[config.mk]
export PLATFORM = sky130hd
export DESIGN_NAME = apb_master_flat
export DESIGN_NICKNAME = d
export VERILOG_FILES = /design/src/rtl/apb_pkg.sv /design/src/rtl/apb_if.sv /design/src/rtl/apb_master.sv /design/src/flat_wrapper.sv
export SDC_FILE = /design/constraint.sdc
export NUM_CORES = 1
export LEC_CHECK = 0
export BUFFER_PORTS_ARGS = -buffer_cell sky130_fd_sc_hd__buf_4
export CORE_ASPECT_RATIO = 1.75
export CORE_MARGIN = 2
export CORE_UTILIZATION = 40
export DETAILED_ROUTE_END_ITERATION = 8
export PLACE_DENSITY = 0.73
export SLEW_MARGIN = 20
export SYNTH_ARGS = -nofsm -noshare
export SYNTH_HDL_FRONTEND = slang
export SYNTH_SLANG_ARGS = --single-unit
[constraint.sdc]
create_clock -name PCLK -period 1.9 [get_ports PCLK]
set_input_delay 0.38 -clock PCLK [delete_from_list [all_inputs] [get_ports PCLK]]
set_output_delay 0.38 -clock PCLK [all_outputs]
set_load 0.1 [all_outputs]
[src/rtl/apb_pkg.sv]
// Shared types and defaults for the APB initiator.
package apb_pkg;

   localparam int unsigned APB_AW = 32;
   localparam int unsigned APB_DW = 32;

   typedef enum logic [1:0] {
      IDLE   = 2'd0,
      SETUP  = 2'd1,
      ACCESS = 2'd2
   } apb_state_e;

   // Stall counter width; one bit is kept even when the timeout is disabled.
   function automatic int unsigned cnt_width(input int unsigned timeout);
      return (timeout == 0) ? 1 : $clog2(timeout + 1);
   endfunction

endpackage

[src/rtl/apb_if.sv]
// APB bus signals between an initiator and a completer.
interface apb_if
   import apb_pkg::*;
#(
   parameter int unsigned AW = APB_AW,
   parameter int unsigned DW = APB_DW
) ();

   logic          PSEL;
   logic          PENABLE;
   logic          PWRITE;
   logic [AW-1:0] PADDR;
   logic [DW-1:0] PWDATA;
   logic [DW-1:0] PRDATA;
   logic          PREADY;

   modport master (
      output PSEL, PENABLE, PWRITE, PADDR, PWDATA,
      input  PRDATA, PREADY
   );

   modport slave (
      input  PSEL, PENABLE, PWRITE, PADDR, PWDATA,
      output PRDATA, PREADY
   );

endinterface

[src/rtl/apb_master.sv]
// APB initiator: one valid/ready command becomes one SETUP/ACCESS transfer and one response pulse.
module apb_master
   import apb_pkg::*;
#(
   parameter int unsigned AW      = APB_AW,
   parameter int unsigned DW      = APB_DW,
   parameter int unsigned TIMEOUT = 16
) (
   input  logic          PCLK,
   input  logic          PRESETn,
   input  logic          cmd_valid,
   output logic          cmd_ready,
   input  logic          cmd_write,
   input  logic [AW-1:0] cmd_addr,
   input  logic [DW-1:0] cmd_wdata,
   output logic          rsp_valid,
   output logic [DW-1:0] rsp_rdata,
   output logic          rsp_err,
   apb_if.master         apb
);

   localparam int unsigned    CW         = cnt_width(TIMEOUT);
   localparam bit             TIMEOUT_EN = (TIMEOUT != 0);
   localparam logic [CW-1:0]  CNT_MAX    = '1;
   localparam logic [CW-1:0]  CNT_LAST   = TIMEOUT_EN ? CW'(TIMEOUT - 1) : '0;

   apb_state_e    r_state;
   logic          r_psel;
   logic          r_penable;
   logic          r_pwrite;
   logic [AW-1:0] r_paddr;
   logic [DW-1:0] r_pwdata;
   logic          r_rsp_valid;
   logic [DW-1:0] r_rsp_rdata;
   logic          r_rsp_err;
   logic [CW-1:0] r_cnt;

   apb_state_e    w_state_nxt;
   logic          w_psel_nxt;
   logic          w_penable_nxt;
   logic          w_pwrite_nxt;
   logic [AW-1:0] w_paddr_nxt;
   logic [DW-1:0] w_pwdata_nxt;
   logic          w_rsp_valid_nxt;
   logic [DW-1:0] w_rsp_rdata_nxt;
   logic          w_rsp_err_nxt;
   logic          w_cnt_clr;
   logic          w_cnt_inc;
   logic          w_timeout;

   // This stall cycle would be the TIMEOUT-th one; PREADY high still wins.
   assign w_timeout = TIMEOUT_EN && (r_cnt == CNT_LAST);

   // Next state and next registered outputs.
   always_comb begin
      w_state_nxt     = r_state;
      w_psel_nxt      = r_psel;
      w_penable_nxt   = r_penable;
      w_pwrite_nxt    = r_pwrite;
      w_paddr_nxt     = r_paddr;
      w_pwdata_nxt    = r_pwdata;
      w_rsp_valid_nxt = 1'b0;
      w_rsp_rdata_nxt = r_rsp_rdata;
      w_rsp_err_nxt   = r_rsp_err;
      w_cnt_clr       = 1'b0;
      w_cnt_inc       = 1'b0;

      case (r_state)
         IDLE: begin
            if (cmd_valid) begin
               w_pwrite_nxt  = cmd_write;
               w_paddr_nxt   = cmd_addr;
               w_pwdata_nxt  = cmd_wdata;
               w_psel_nxt    = 1'b1;
               w_penable_nxt = 1'b0;
               w_state_nxt   = SETUP;
            end
         end
         SETUP: begin
            w_penable_nxt = 1'b1;
            w_cnt_clr     = 1'b1;
            w_state_nxt   = ACCESS;
         end
         ACCESS: begin
            if (apb.PREADY) begin
               w_psel_nxt      = 1'b0;
               w_penable_nxt   = 1'b0;
               w_rsp_valid_nxt = 1'b1;
               w_rsp_err_nxt   = 1'b0;
               w_rsp_rdata_nxt = r_pwrite ? '0 : apb.PRDATA;
               w_state_nxt     = IDLE;
            end else if (w_timeout) begin
               w_psel_nxt      = 1'b0;
               w_penable_nxt   = 1'b0;
               w_rsp_valid_nxt = 1'b1;
               w_rsp_err_nxt   = 1'b1;
               w_rsp_rdata_nxt = '0;
               w_state_nxt     = IDLE;
            end else begin
               w_cnt_inc = 1'b1;
            end
         end
         default: begin
            w_psel_nxt    = 1'b0;
            w_penable_nxt = 1'b0;
            w_state_nxt   = IDLE;
         end
      endcase
   end

   // FSM state and registered outputs.
   always_ff @(posedge PCLK or negedge PRESETn) begin
      if (!PRESETn) begin
         r_state     <= IDLE;
         r_psel      <= 1'b0;
         r_penable   <= 1'b0;
         r_pwrite    <= 1'b0;
         r_paddr     <= '0;
         r_pwdata    <= '0;
         r_rsp_valid <= 1'b0;
         r_rsp_rdata <= '0;
         r_rsp_err   <= 1'b0;
      end else begin
         r_state     <= w_state_nxt;
         r_psel      <= w_psel_nxt;
         r_penable   <= w_penable_nxt;
         r_pwrite    <= w_pwrite_nxt;
         r_paddr     <= w_paddr_nxt;
         r_pwdata    <= w_pwdata_nxt;
         r_rsp_valid <= w_rsp_valid_nxt;
         r_rsp_rdata <= w_rsp_rdata_nxt;
         r_rsp_err   <= w_rsp_err_nxt;
      end
   end

   // Saturating count of ACCESS cycles with PREADY low.
   always_ff @(posedge PCLK or negedge PRESETn) begin
      if (!PRESETn) begin
         r_cnt <= '0;
      end else if (w_cnt_clr) begin
         r_cnt <= '0;
      end else if (w_cnt_inc && (r_cnt != CNT_MAX)) begin
         r_cnt <= r_cnt + CW'(1);
      end
   end

   assign cmd_ready   = (r_state == IDLE);
   assign rsp_valid   = r_rsp_valid;
   assign rsp_rdata   = r_rsp_rdata;
   assign rsp_err     = r_rsp_err;
   assign apb.PSEL    = r_psel;
   assign apb.PENABLE = r_penable;
   assign apb.PWRITE  = r_pwrite;
   assign apb.PADDR   = r_paddr;
   assign apb.PWDATA  = r_pwdata;

endmodule

[src/flat_wrapper.sv]
// flat-port wrapper written by rule: the top's interface ports become plain ports
module apb_master_flat import apb_pkg::*;
#(
   parameter int unsigned AW      = APB_AW,
   parameter int unsigned DW      = APB_DW,
   parameter int unsigned TIMEOUT = 16
)
  (PCLK, PRESETn, cmd_valid, cmd_ready, cmd_write, cmd_addr, cmd_wdata, rsp_valid, rsp_rdata, rsp_err, apb_PSEL, apb_PENABLE, apb_PWRITE, apb_PADDR, apb_PWDATA, apb_PRDATA, apb_PREADY);
  apb_if #(.AW(AW), .DW(DW)) apb_i ();
  input  logic PCLK;
  input  logic PRESETn;
  input  logic cmd_valid;
  output logic cmd_ready;
  input  logic cmd_write;
  input  logic [AW-1:0] cmd_addr;
  input  logic [DW-1:0] cmd_wdata;
  output logic rsp_valid;
  output logic [DW-1:0] rsp_rdata;
  output logic rsp_err;
  output wire logic [$bits(apb_i.PSEL)-1:0] apb_PSEL;
  output wire logic [$bits(apb_i.PENABLE)-1:0] apb_PENABLE;
  output wire logic [$bits(apb_i.PWRITE)-1:0] apb_PWRITE;
  output wire logic [$bits(apb_i.PADDR)-1:0] apb_PADDR;
  output wire logic [$bits(apb_i.PWDATA)-1:0] apb_PWDATA;
  input wire logic [$bits(apb_i.PRDATA)-1:0] apb_PRDATA;
  input wire logic [$bits(apb_i.PREADY)-1:0] apb_PREADY;
  assign apb_PSEL = apb_i.PSEL;
  assign apb_PENABLE = apb_i.PENABLE;
  assign apb_PWRITE = apb_i.PWRITE;
  assign apb_PADDR = apb_i.PADDR;
  assign apb_PWDATA = apb_i.PWDATA;
  assign apb_i.PRDATA = apb_PRDATA;
  assign apb_i.PREADY = apb_PREADY;
  apb_master #(.AW(AW), .DW(DW), .TIMEOUT(TIMEOUT)) u_core (.PCLK(PCLK), .PRESETn(PRESETn), .cmd_valid(cmd_valid), .cmd_ready(cmd_ready), .cmd_write(cmd_write), .cmd_addr(cmd_addr), .cmd_wdata(cmd_wdata), .rsp_valid(rsp_valid), .rsp_rdata(rsp_rdata), .rsp_err(rsp_err), .apb(apb_i));
endmodule
After elaboration in Yosys (flattened, before gate mapping):

Index checks and enable logic that the tools add are counted.

* input bits: 101
* output and inout port bits: 102
* flip-flop bits (word level): 108

* reduce and logical (&&, ||, !) cells: 8
* add/sub/neg operators: 1
* mux-type cells: 24
* bitwise operators: 1
* equal/unequal tests: 6

Operators with widths (number)
* 32-bit two-way mux: 3
* 1-bit two-way mux: 13
* 5-bit two-way mux: 2
* 2-bit two-way mux: 3
* 1-bit case mux with 3 select lines: 2
* 2-bit case mux with 3 select lines: 1
* 2-bit AND reduction: 3
* 5-bit by 1-bit adder with 5-bit output, second input constant: 1
* 5-bit by 4-bit equality test with 1-bit output, second input constant: 1
* 5-bit inequality test, second input constant: 1
* 2-bit nonzero test: 2
* 3-bit by 2-bit inequality test with 1-bit output, second input constant: 1
* 3-bit AND reduction: 1
* 2-bit by 1-bit equality test with 1-bit output, second input constant: 1
* 2-bit equality test, second input constant: 1
* 2-bit zero test: 1
* 2-bit inequality test, second input constant: 1
* 1-bit logical AND: 1
* 1-bit NOT: 1

Depth between registers and ports, before layout:

Gate-level depths: netlist (run 1).

* word-level depth: 7
* depth in mapped cells: 7

Worst setup path before layout (run 1):

No wires, ideal clock.

* path kind: register -> register
* start: register u_core.r_state[1]
* end: register u_core.r_cnt[2]
* library setup time: 90 ps
* path buffers: 1
* arrival time: 2163 ps
* setup slack: -354 ps
* cell stages (with the launch flop): 5
* required time: 1810 ps
* clock period less this slack: 2254 ps
* cells stage by stage: dfrtp_1 -> buf_4 -> nor2_1 -> o2bb2a_1 -> o221ai_1

* word-level cells in the longest chain between the ends: 4

Ends and longest elaborated chain
* start: declaration: RTL line apb_master.sv:27 `apb_state_e r_state;`
* start signal: assignment: RTL line apb_master.sv:124 `r_state <= w_state_nxt;`
* 2-bit equality test: RTL line apb_master.sv:68 `case (r_state)`
* 1-bit two-way mux: RTL line apb_master.sv:68
* 1-bit logical AND: RTL line apb_master.sv:142 `end else if (w_cnt_inc && (r_cnt != CNT_MAX)) begin`
* 2-bit nonzero test (no line)
* end signal: assignment: RTL line apb_master.sv:143 `r_cnt <= r_cnt + CW'(1);`
* end: declaration: RTL line apb_master.sv:36 `logic [CW-1:0] r_cnt;`

Parallel ways exist; a longest one is shown, timed or not.
A chain may end at the register's enable or synchronous reset.

Final worst setup path (run 1):

* start: register u_core.r_cnt[1]
* end: register u_core.r_cnt[3]

* word-level cells in the longest chain between the ends: 6

Ends and longest elaborated chain
* 5-bit by 4-bit equality test with 1-bit output: RTL line apb_master.sv:52 `assign w_timeout = TIMEOUT_EN && (r_cnt == CNT_LAST);`
* 1-bit two-way mux: RTL line apb_master.sv:92 `end else if (w_timeout) begin`
* 1-bit two-way mux: RTL line apb_master.sv:85 `if (apb.PREADY) begin`
* 1-bit two-way mux: RTL line apb_master.sv:68
* 1-bit logical AND: RTL line apb_master.sv:142
* 2-bit nonzero test (no line)

Parallel ways exist; a longest one is shown, timed or not. The select of a mux whose other input is x is not followed.

==> impl_results.md, run 1 <==
* Status: finished, violations left
* Failing checks: setup timing
* Initial antenna violation count at 0
* Clock slew at reported path FFs at 0.07 ns
* Footprint of the multi-input gates at between 1000 and 1500 um2
* Arr. time, crit path at around 2.2 ns
* Initial DRC Count at between 100 and 150
* MaxCap Viol Count at 0
* Unrepaired setup endpoints after global routing: yes
* Diode count at 0
* Yosys warns at 0
* DRC at 0
* #FFs+latches synth at between 100 and 150
* Crit-path slowest cell: or4b_4
* Die Ht at around 140 um
* Synthesized cell area at roughly 4300 um2
* FF-to-FF path depth at 6
* Min Tclk post-route at 1.976 ns
* Sequential cell area at approximately 2700 um2
* CTS tree: yes
* Slew Viols, Final at 0
* Final TNS setup at -0.08987 ns
* Final Util at about 61%
* Setup Crit Path Kind: flop to flop
* CTS Buffer Depth at 2
* Pin count of the biggest net entering global routing at around 110
* Top post-synthesis cells by area: dfrtp_1 (63%), mux2_2 (17%), o21ai_0 (7.4%), nand2_1 (3.3%), clkbuf_1 (1.1%)
* WP buf/inv at 0
* Via/cell ratio at 5.030
* Final nets at between 600 and 700
* Vias in the first global route at around 3.5k
* Mean Syn Cell Area at around 13 um2
* H-tree depth at 3
* Crit Reg-Reg Startpoint: u_core.r_cnt[1]
* Initial core utilization at 41.18%
* Commonest cells after routing, fill and taps aside: buf_4 (211), dfrtp_1 (108), mux2_2 (65)
* Setup crit end kind: flop
* Clock Skew at around 0.0085 ns
* Post-synthesis net count at between 400 and 500
* Final worst hold slack at ~0.11 ns
* WL/cell at 16.77 um
* # IOs at approximately 200
* 1st-pass router iterations at 4
* CTS buffer count at 9
* Core Region at about 10000 um2
* Routability cong. at roughly 0.81
* Synth unique cells at 27
* Hold Buf Count CTS at 0
* Worst-path maximum fanout at 4
* Final HPWL DP at between 8000 and 9000 um
* CP Cell Sequence: ha_2, and3_4, ha_4, or4b_4, o311ai_4, o41ai_2
* Root buffer cell: clkbuf_16
* Highest cell delay on the worst timing path at about 0.54 ns
* DIE AREA at 11540 um2
* First-pass GRT wire length at between 15000 and 20000 um
* Grt total ovfl at 0
* Share of cells above drive strength 1 at between 50% and 60%
* Area grow syn2layout at 48.48%
* Area leader, netlist: dfrtp_1
* Layout fillers at around 860
* Crit-path leading delay family: simple AND/OR/NAND/NOR gates
* Gr usage total at roughly a fifth
* FP Rows at between 40 and 50
* Hold Fails Final Rpt at 0
* FF-to-FF setup slack at -0.08 ns
* Vias at 3360
* Fmax at ~0.51 GHz
* Startpoint types: flop
* Detailed Route WL at roughly 11000 um
* Worst path required time at 2.10 ns
* Leading cell type in the layout, fill and taps excluded: buf_4
* Final Cycle Share at 104.0%
* Worst R2R End: u_core.r_cnt[3]
* Yosys top cell area share at 63.34%
* Slew Limit Headroom at 62.41%
* Clk sinks at roughly 110
* Worst-skew pair later-pin latency at ~0.34 ns
* Mapped Cells at roughly 330
* Setup WS post-layout at -0.07643 ns
* Worst hold path type: input port to async pin
* ANT nets after route at 0
* Final setup violation count at 2
* Slew of the pin with the lowest slew margin at between 0.5 and 0.6 ns
* PortBufs at between 200 and 250
* Die width at 82.07 um
* Post-synthesis sequential area ratio at 63.34%
## cell usage after synthesis
master / instances
clkbuf_1: 12
nand3_1: 2
buf_4: 5
ha_1: 3
o22ai_1: 1
a21oi_1: 3
buf_2: 4
or4b_4: 1
o221ai_1: 1
nand2_1: 37
o311ai_2: 1
nor4b_1: 1
o41ai_1: 1
o2bb2a_1: 1
nor2b_1: 2
o21ai_1: 3
o21ai_0: 63
and3_1: 1
nor2_1: 2
mux2i_1: 3
mux2_2: 65
o21a_1: 1
nor2_4: 1
nor3b_2: 1
inv_1: 5
nand2b_1: 3
dfrtp_1: 108
## through the flow
step / cells / setup WS [ns] / area [um2]
global route: 668 / -0.1288 / 6335
finish: 668 / -0.07643 / 6335
CTS: 668 / -0.03870 / 6335
floorplan: 331 / 0.009441 / 4289
global placement: 651 / -0.0004760 / 6017
detailed placement: 651 / -0.07528 / 6017
## metal layers
layer / vias up / wire length [um] / GRT usage, %
met3: 18 / 794 / 4.417
met4: 0 / 300 / 8.596
met1: 1626 / 3808 / 21.02
met2: 146 / 6298 / 36.11
li1: 1570 / - / -
met5: - / 0 / 0
## area by class of cell
| class | count | area share, % |
|---|---|---|
| Clock buffer | 10 | 3.772 |
| Sequential cell | 108 | 42.66 |
| Inverter | 5 | 0.2963 |
| Tap cell | 127 | 2.508 |
| Timing Repair Buffer | 215 | 26.27 |
| Clock inverter | 6 | 0.8493 |
| Multi-Input combinational cell | 197 | 23.64 |
## logic make-up after synthesis
| logic type | after synthesis | synth area share (%) |
|---|---|---|
| simple gates | 51 | 5.630 |
| mux | 68 | 17.86 |
| buf+inv | 26 | 2.845 |
| fa+ha+maj | 3 | 0.8799 |
| compound gates | 75 | 9.443 |
| flops | 108 | 63.34 |
## what timing repair did
item | 4_1_cts | 5_1_grt
setup endpoints to repair | 4 | 6
resized for setup | 2 | 0
setup buffers | 1 | 0
pin swaps | 1 | 0
## flip-flops by register name (all words and copies together), names as in the netlist
signal and cells:
u_core.rsp_valid 1, u_core.apb.PWRITE 1, u_core.apb.PENABLE 1, u_core.rsp_rdata 32, u_core.rsp_err 1, u_core.r_cnt 5
u_core.apb.PADDR 32, u_core.apb.PSEL 1, u_core.r_state 2, u_core.apb.PWDATA 32
## worst register-to-register path, stage by stage (launching register included)
cell      delay (ns)
dfrtp_1         0.39
ha_2            0.19
and3_4          0.18
ha_4            0.16
or4b_4          0.54
o311ai_4        0.25
o41ai_2         0.13
## worst max-delay path by stage
stage | start | endpoint | slack, ns | cells past startpoint
after global routing | u_core.r_cnt[1] | u_core.r_cnt[3] | -0.13 | 6
after global placement | u_core.r_cnt[1] | u_core.r_cnt[3] | -0.0005 | 6
final | u_core.r_cnt[1] | u_core.r_cnt[3] | -0.08 | 6
after floorplan | u_core.r_cnt[0] | u_core.r_cnt[3] | 0.009 | 6
after CTS | u_core.r_cnt[1] | u_core.r_cnt[3] | -0.04 | 6
after detailed placement | u_core.r_cnt[1] | u_core.r_cnt[3] | -0.08 | 5
Power of run 1 is left out: the tool's default activity adds up to more than one toggle a clock period on the data nets, which glitch-free logic cannot reach.
==> run 2: changes to the inputs <==
Settings changed: BUFFER_PORTS_ARGS -buffer_cell sky130_fd_sc_hd__buf_4 to default, DONT_BUFFER_PORTS from default to 1, PLACE_DENSITY 0.73 to default, REMOVE_ABC_BUFFERS from default to 1.
==> impl_results.md, run 2 (same netlist as run 1, synthesis figures left out) <==
* Status: finished, violations left
* Failing checks: hold timing, setup timing
* Initial DRC Count at 140
* WL/cell at around 19 um
* Setup WS post-layout at -0.04851 ns
* First-pass GRT wire length at about 14000 um
* CTS Buffer Depth at 2
* Routability cong. at between 0.7 and 0.8
* Gr usage total at roughly 16%
* MaxCap Viol Count at 0
* FP Rows at 49
* Worst path required time at 2.11 ns
* Clk sinks at 108
* Arr. time, crit path at approximately 2.2 ns
* Final Cycle Share at 102.6%
* Crit-path leading delay family: simple AND/OR/NAND/NOR gates
* Leading cell type in the layout, fill and taps excluded: dfrtp_1
* Share of cells above drive strength 1 at 38.13%
* Slew Viols, Final at 0
* Unrepaired setup endpoints after global routing: yes
* Die Ht at 140.6 um
* Setup crit end kind: flop
* Final worst hold slack at -0.2712 ns
* 1st-pass router iterations at 4
* Slew Limit Headroom at around 37%
* Worst hold path type: input port to async pin
* Pin count of the biggest net entering global routing at ~110
* Startpoint types: flop
* # IOs at between 200 and 250
* Initial core utilization at between 40% and 50%
* Area grow syn2layout at 19.15%
* WP buf/inv at 0
* CTS tree: yes
* Initial antenna violation count at 0
* Final setup violation count at 2
* Core Region at 10360 um2
* CTS buffer count at 9
* Hold Fails Final Rpt at between 100 and 150
* CP Cell Sequence: ha_2, and3_4, ha_4, or4b_4, o311ai_4, o41ai_2
* DRC at 0
* Diode count at 0
* PortBufs at 0
* Crit-path slowest cell: or4b_4
* Via/cell ratio at between 5 and 6
* Min Tclk post-route at approximately 1.9 ns
* Worst-skew pair later-pin latency at between 0.3 and 0.4 ns
* Final nets at approximately 470
* Clock slew at reported path FFs at around 0.070 ns
* Final HPWL DP at 6652 um
* Slew of the pin with the lowest slew margin at between 0.9 and 1 ns
* Detailed Route WL at around 9400 um
* H-tree depth at 3
* Clock Skew at 0.01048 ns
* Die width at approximately 82 um
* Fmax at between 0.5 and 0.6 GHz
* Vias at ~2.7k
* Commonest cells after routing, fill and taps aside: dfrtp_1 (108), mux2_2 (65), o21ai_0 (63)
* ANT nets after route at 0
* Grt total ovfl at 0
* Vias in the first global route at between 2k and 3k
* Setup Crit Path Kind: flop to flop
* Root buffer cell: clkbuf_16
* Highest cell delay on the worst timing path at about 0.54 ns
* Worst-path maximum fanout at 4
* Final Util at between 40% and 50%
* DIE AREA at 11540 um2
-- run 2: path summary, 6_finish.rpt --
path / cells past startpoint / endpoint / slack (ns) / from
max in group asynchronous: 0 / u_core.rsp_rdata[19] / 1.96 / PRESETn
hold reg to reg: 2 / u_core.rsp_rdata[15] / 0.51 / u_core.rsp_rdata[15]
min in group PCLK: 1 / u_core.rsp_err / 0.12 / apb_PREADY
hold / removal: 0 / u_core.rsp_err / -0.27 / PRESETn
setup reg to reg: 6 / u_core.r_cnt[3] / -0.05 / u_core.r_cnt[0]
setup / recovery: 6 / u_core.r_cnt[3] / -0.05 / u_core.r_cnt[0]
-- run 2: cell type report --
class,instances,area [um2]
Timing Repair Buffer,49,405.4
Sequential cell,108,2703
Multi-Input combinational cell,197,1510
Tap cell,127,158.9
Fill cell,952,5278
Clock inverter,5,45.04
Inverter,5,18.77
Clock buffer,11,242.7
-- run 2: stage by stage --
step | hold WS, ns | cell area, um2 | TNS [ns] | std cells | worst slack, ns
2_1_floorplan | 0.08441 | 4164 | -126.00 | 310 | -1.713
3_5_place_dp | 0.08652 | 4738 | -0.3412 | 485 | -0.1356
3_3_place_gp | 0.08682 | 4738 | -0.04969 | 485 | -0.04969
5_1_grt | -0.2949 | 5084 | -0.3656 | 502 | -0.09153
6_report | -0.2712 | 5084 | -0.05951 | 502 | -0.04851
4_1_cts | -0.2912 | 5046 | -0.08933 | 501 | -0.03857
-- run 2: what timing repair did --
| action | in CTS | in global routing |
|---|---|---|
| endpoints found under the hold margin | 108 | 108 |
| resized for setup | 4 | 4 |
| endpoints found under the setup margin | 6 | 6 |
| pin swaps | 3 | 1 |
| setup buffers | 0 | 1 |
-- run 2: per-layer routing --
layer	wire (um)	global-route usage, %
met2	5377	29.91
met4	191	6.754
met3	581	4.417
met1	3285	17.12
met5	0	0
-- run 2: worst reg2reg max path, stage by stage, from the launching register on --
cell and delay, ns:
dfrtp_1 0.40, ha_2 0.18, and3_4 0.18, ha_4 0.16, or4b_4 0.54, o311ai_4 0.25, o41ai_2 0.11
Power of run 2 is left out for the same reason.
==> run 3: changes to the inputs <==
Settings changed: RECOVER_POWER from default to 100.
==> impl_results.md, run 3 (same netlist as run 1, synthesis figures left out) <==
* Fmax at 0.5136 GHz
* Final Cycle Share at 102.5%
* PortBufs at 0
* Final nets at between 400 and 500
* Worst setup path start: u_core.r_cnt[0]
* Pin count of the biggest net entering global routing at approximately 110
* Min Tclk post-route at 1.947 ns
* Leading cell type in the layout, fill and taps excluded: dfrtp_1
* Hold Fails Final Rpt at 108
* DIE AREA at between 10000 and 15000 um2
* Vias in the first global route at around 2.7k
* 1st-pass router iterations at 4
* Failing checks: hold timing, setup timing
* First-pass GRT wire length at 14170 um
* CTS buffer count at 9
* WL/cell at ~19 um
* Worst-skew pair later-pin latency at 0.34 ns
* Die Ht at between 100 and 150 um
* Worst R2R End: u_core.r_cnt[3]
* Routability cong. at ~0.79
* Clock slew at reported path FFs at around 0.07 ns
* Arr. time, crit path at around 2.2 ns
* Status: finished, violations left
* MaxCap Viol Count at 0
* FF-to-FF path depth at 6
* Setup WS post-layout at -0.04716 ns
* Vias at 2708
* Startpoint types: flop
* Final HPWL DP at about 6700 um
* Worst-path maximum fanout at 4
* FF-to-FF setup slack at -0.05 ns
* Via/cell ratio at 5.394
* Slew Limit Headroom at a little under two fifths
* Diode count at 0
* Clk sinks at between 100 and 150
* Worst path required time at around 2.1 ns
* DRC at 0
* H-tree depth at 3
* End point of the critical path: u_core.r_cnt[3]
* Share of cells above drive strength 1 at approximately 38%
* Final worst hold slack at -0.2706 ns
* # IOs at between 200 and 250
* Detailed Route WL at approximately 9400 um
* Die width at around 80 um
* Crit Reg-Reg Startpoint: u_core.r_cnt[0]
* Initial core utilization at a little over 40%
* ANT nets after route at 0
* Initial antenna violation count at 0
* Slew of the pin with the lowest slew margin at ~0.95 ns
* Pre-CTS WS at -0.1356 ns
* FP Rows at 49
* Core Region at a little over 10000 um2
* Grt total ovfl at 0
* Root buffer cell: clkbuf_16
* CTS tree: yes
* Layout fillers at 974
* Final setup violation count at 2
* Worst hold path type: input port to async pin
* Unrepaired setup endpoints after global routing: yes
* Gr usage total at between 10% and 20%
* Commonest cells after routing, fill and taps aside: dfrtp_1 (108), mux2_2 (65), o21ai_0 (63)
* Area grow syn2layout at 16.77%
* Setup Crit Path Kind: flop to flop
* Setup crit end kind: flop
* Slew Viols, Final at 0
* Initial DRC Count at approximately 140
* CTS Buffer Depth at 2
* Clock Skew at ~0.01 ns
[run 3: layout make-up]
type,count,area (um2),share of cell area [%]
flip-flops and latches,108,2703,54.24
multi-input cells,197,1499,30.09
repair buffers,49,315.3,6.328
clock buffers,11,242.7,4.872
well taps,127,158.9,3.189
clock inverters,5,45.04,0.9041
inverters,5,18.77,0.3767
[run 3: critical path, cell delays in order, from the launching register on]
cell and delay (ns):
dfrtp_1 0.40, ha_2 0.18, and3_4 0.18, ha_4 0.16, or4b_4 0.54, o311ai_4 0.24
o41ai_2 0.11
[run 3: layer usage]
metal | GRT usage [%] | vias up | wire (um)
met5 | 0 | - | 0
li1 | - | 1222 | -
met2 | 29.91 | 125 | 5403
met3 | 4.417 | 13 | 575
met1 | 17.12 | 1348 | 3230
met4 | 6.754 | 0 | 188
[run 3: what timing repair did]
action / CTS / global route
endpoints found under the setup margin: 6 / 6
pin swaps: 3 / 1
resized for setup: 4 / 4
setup buffers: 0 / 1
hold endpoints to repair: 108 / 108
[run 3: worst min path at each step]
stage	from	endpoint	slack, ns	depth (start not counted)
global placement	PRESETn	u_core.rsp_err	0.09	0
CTS	PRESETn	u_core.apb.PWDATA[27]	-0.29	0
floorplan	PRESETn	u_core.apb.PADDR[0]	0.08	0
detailed placement	PRESETn	u_core.r_cnt[4]	0.09	0
finish	PRESETn	u_core.rsp_err	-0.27	0
global route	PRESETn	u_core.r_cnt[4]	-0.29	0
[run 3: per-stage QoR]
| stage | instances | utilization [%] | instance area [um2] | TNS, ns |
|---|---|---|---|---|
| floorplan | 310 | - | 4164 | -126.00 |
| global placement | 485 | 45.73 | 4738 | -0.04969 |
| detailed placement | 485 | 45.73 | 4738 | -0.3412 |
| CTS | 501 | 48.70 | 5046 | -0.08933 |
| global route | 502 | 48.09 | 4982 | -0.3739 |
| finish | 502 | 48.09 | 4982 | -0.06059 |
Power of run 3 is left out for the same reason.
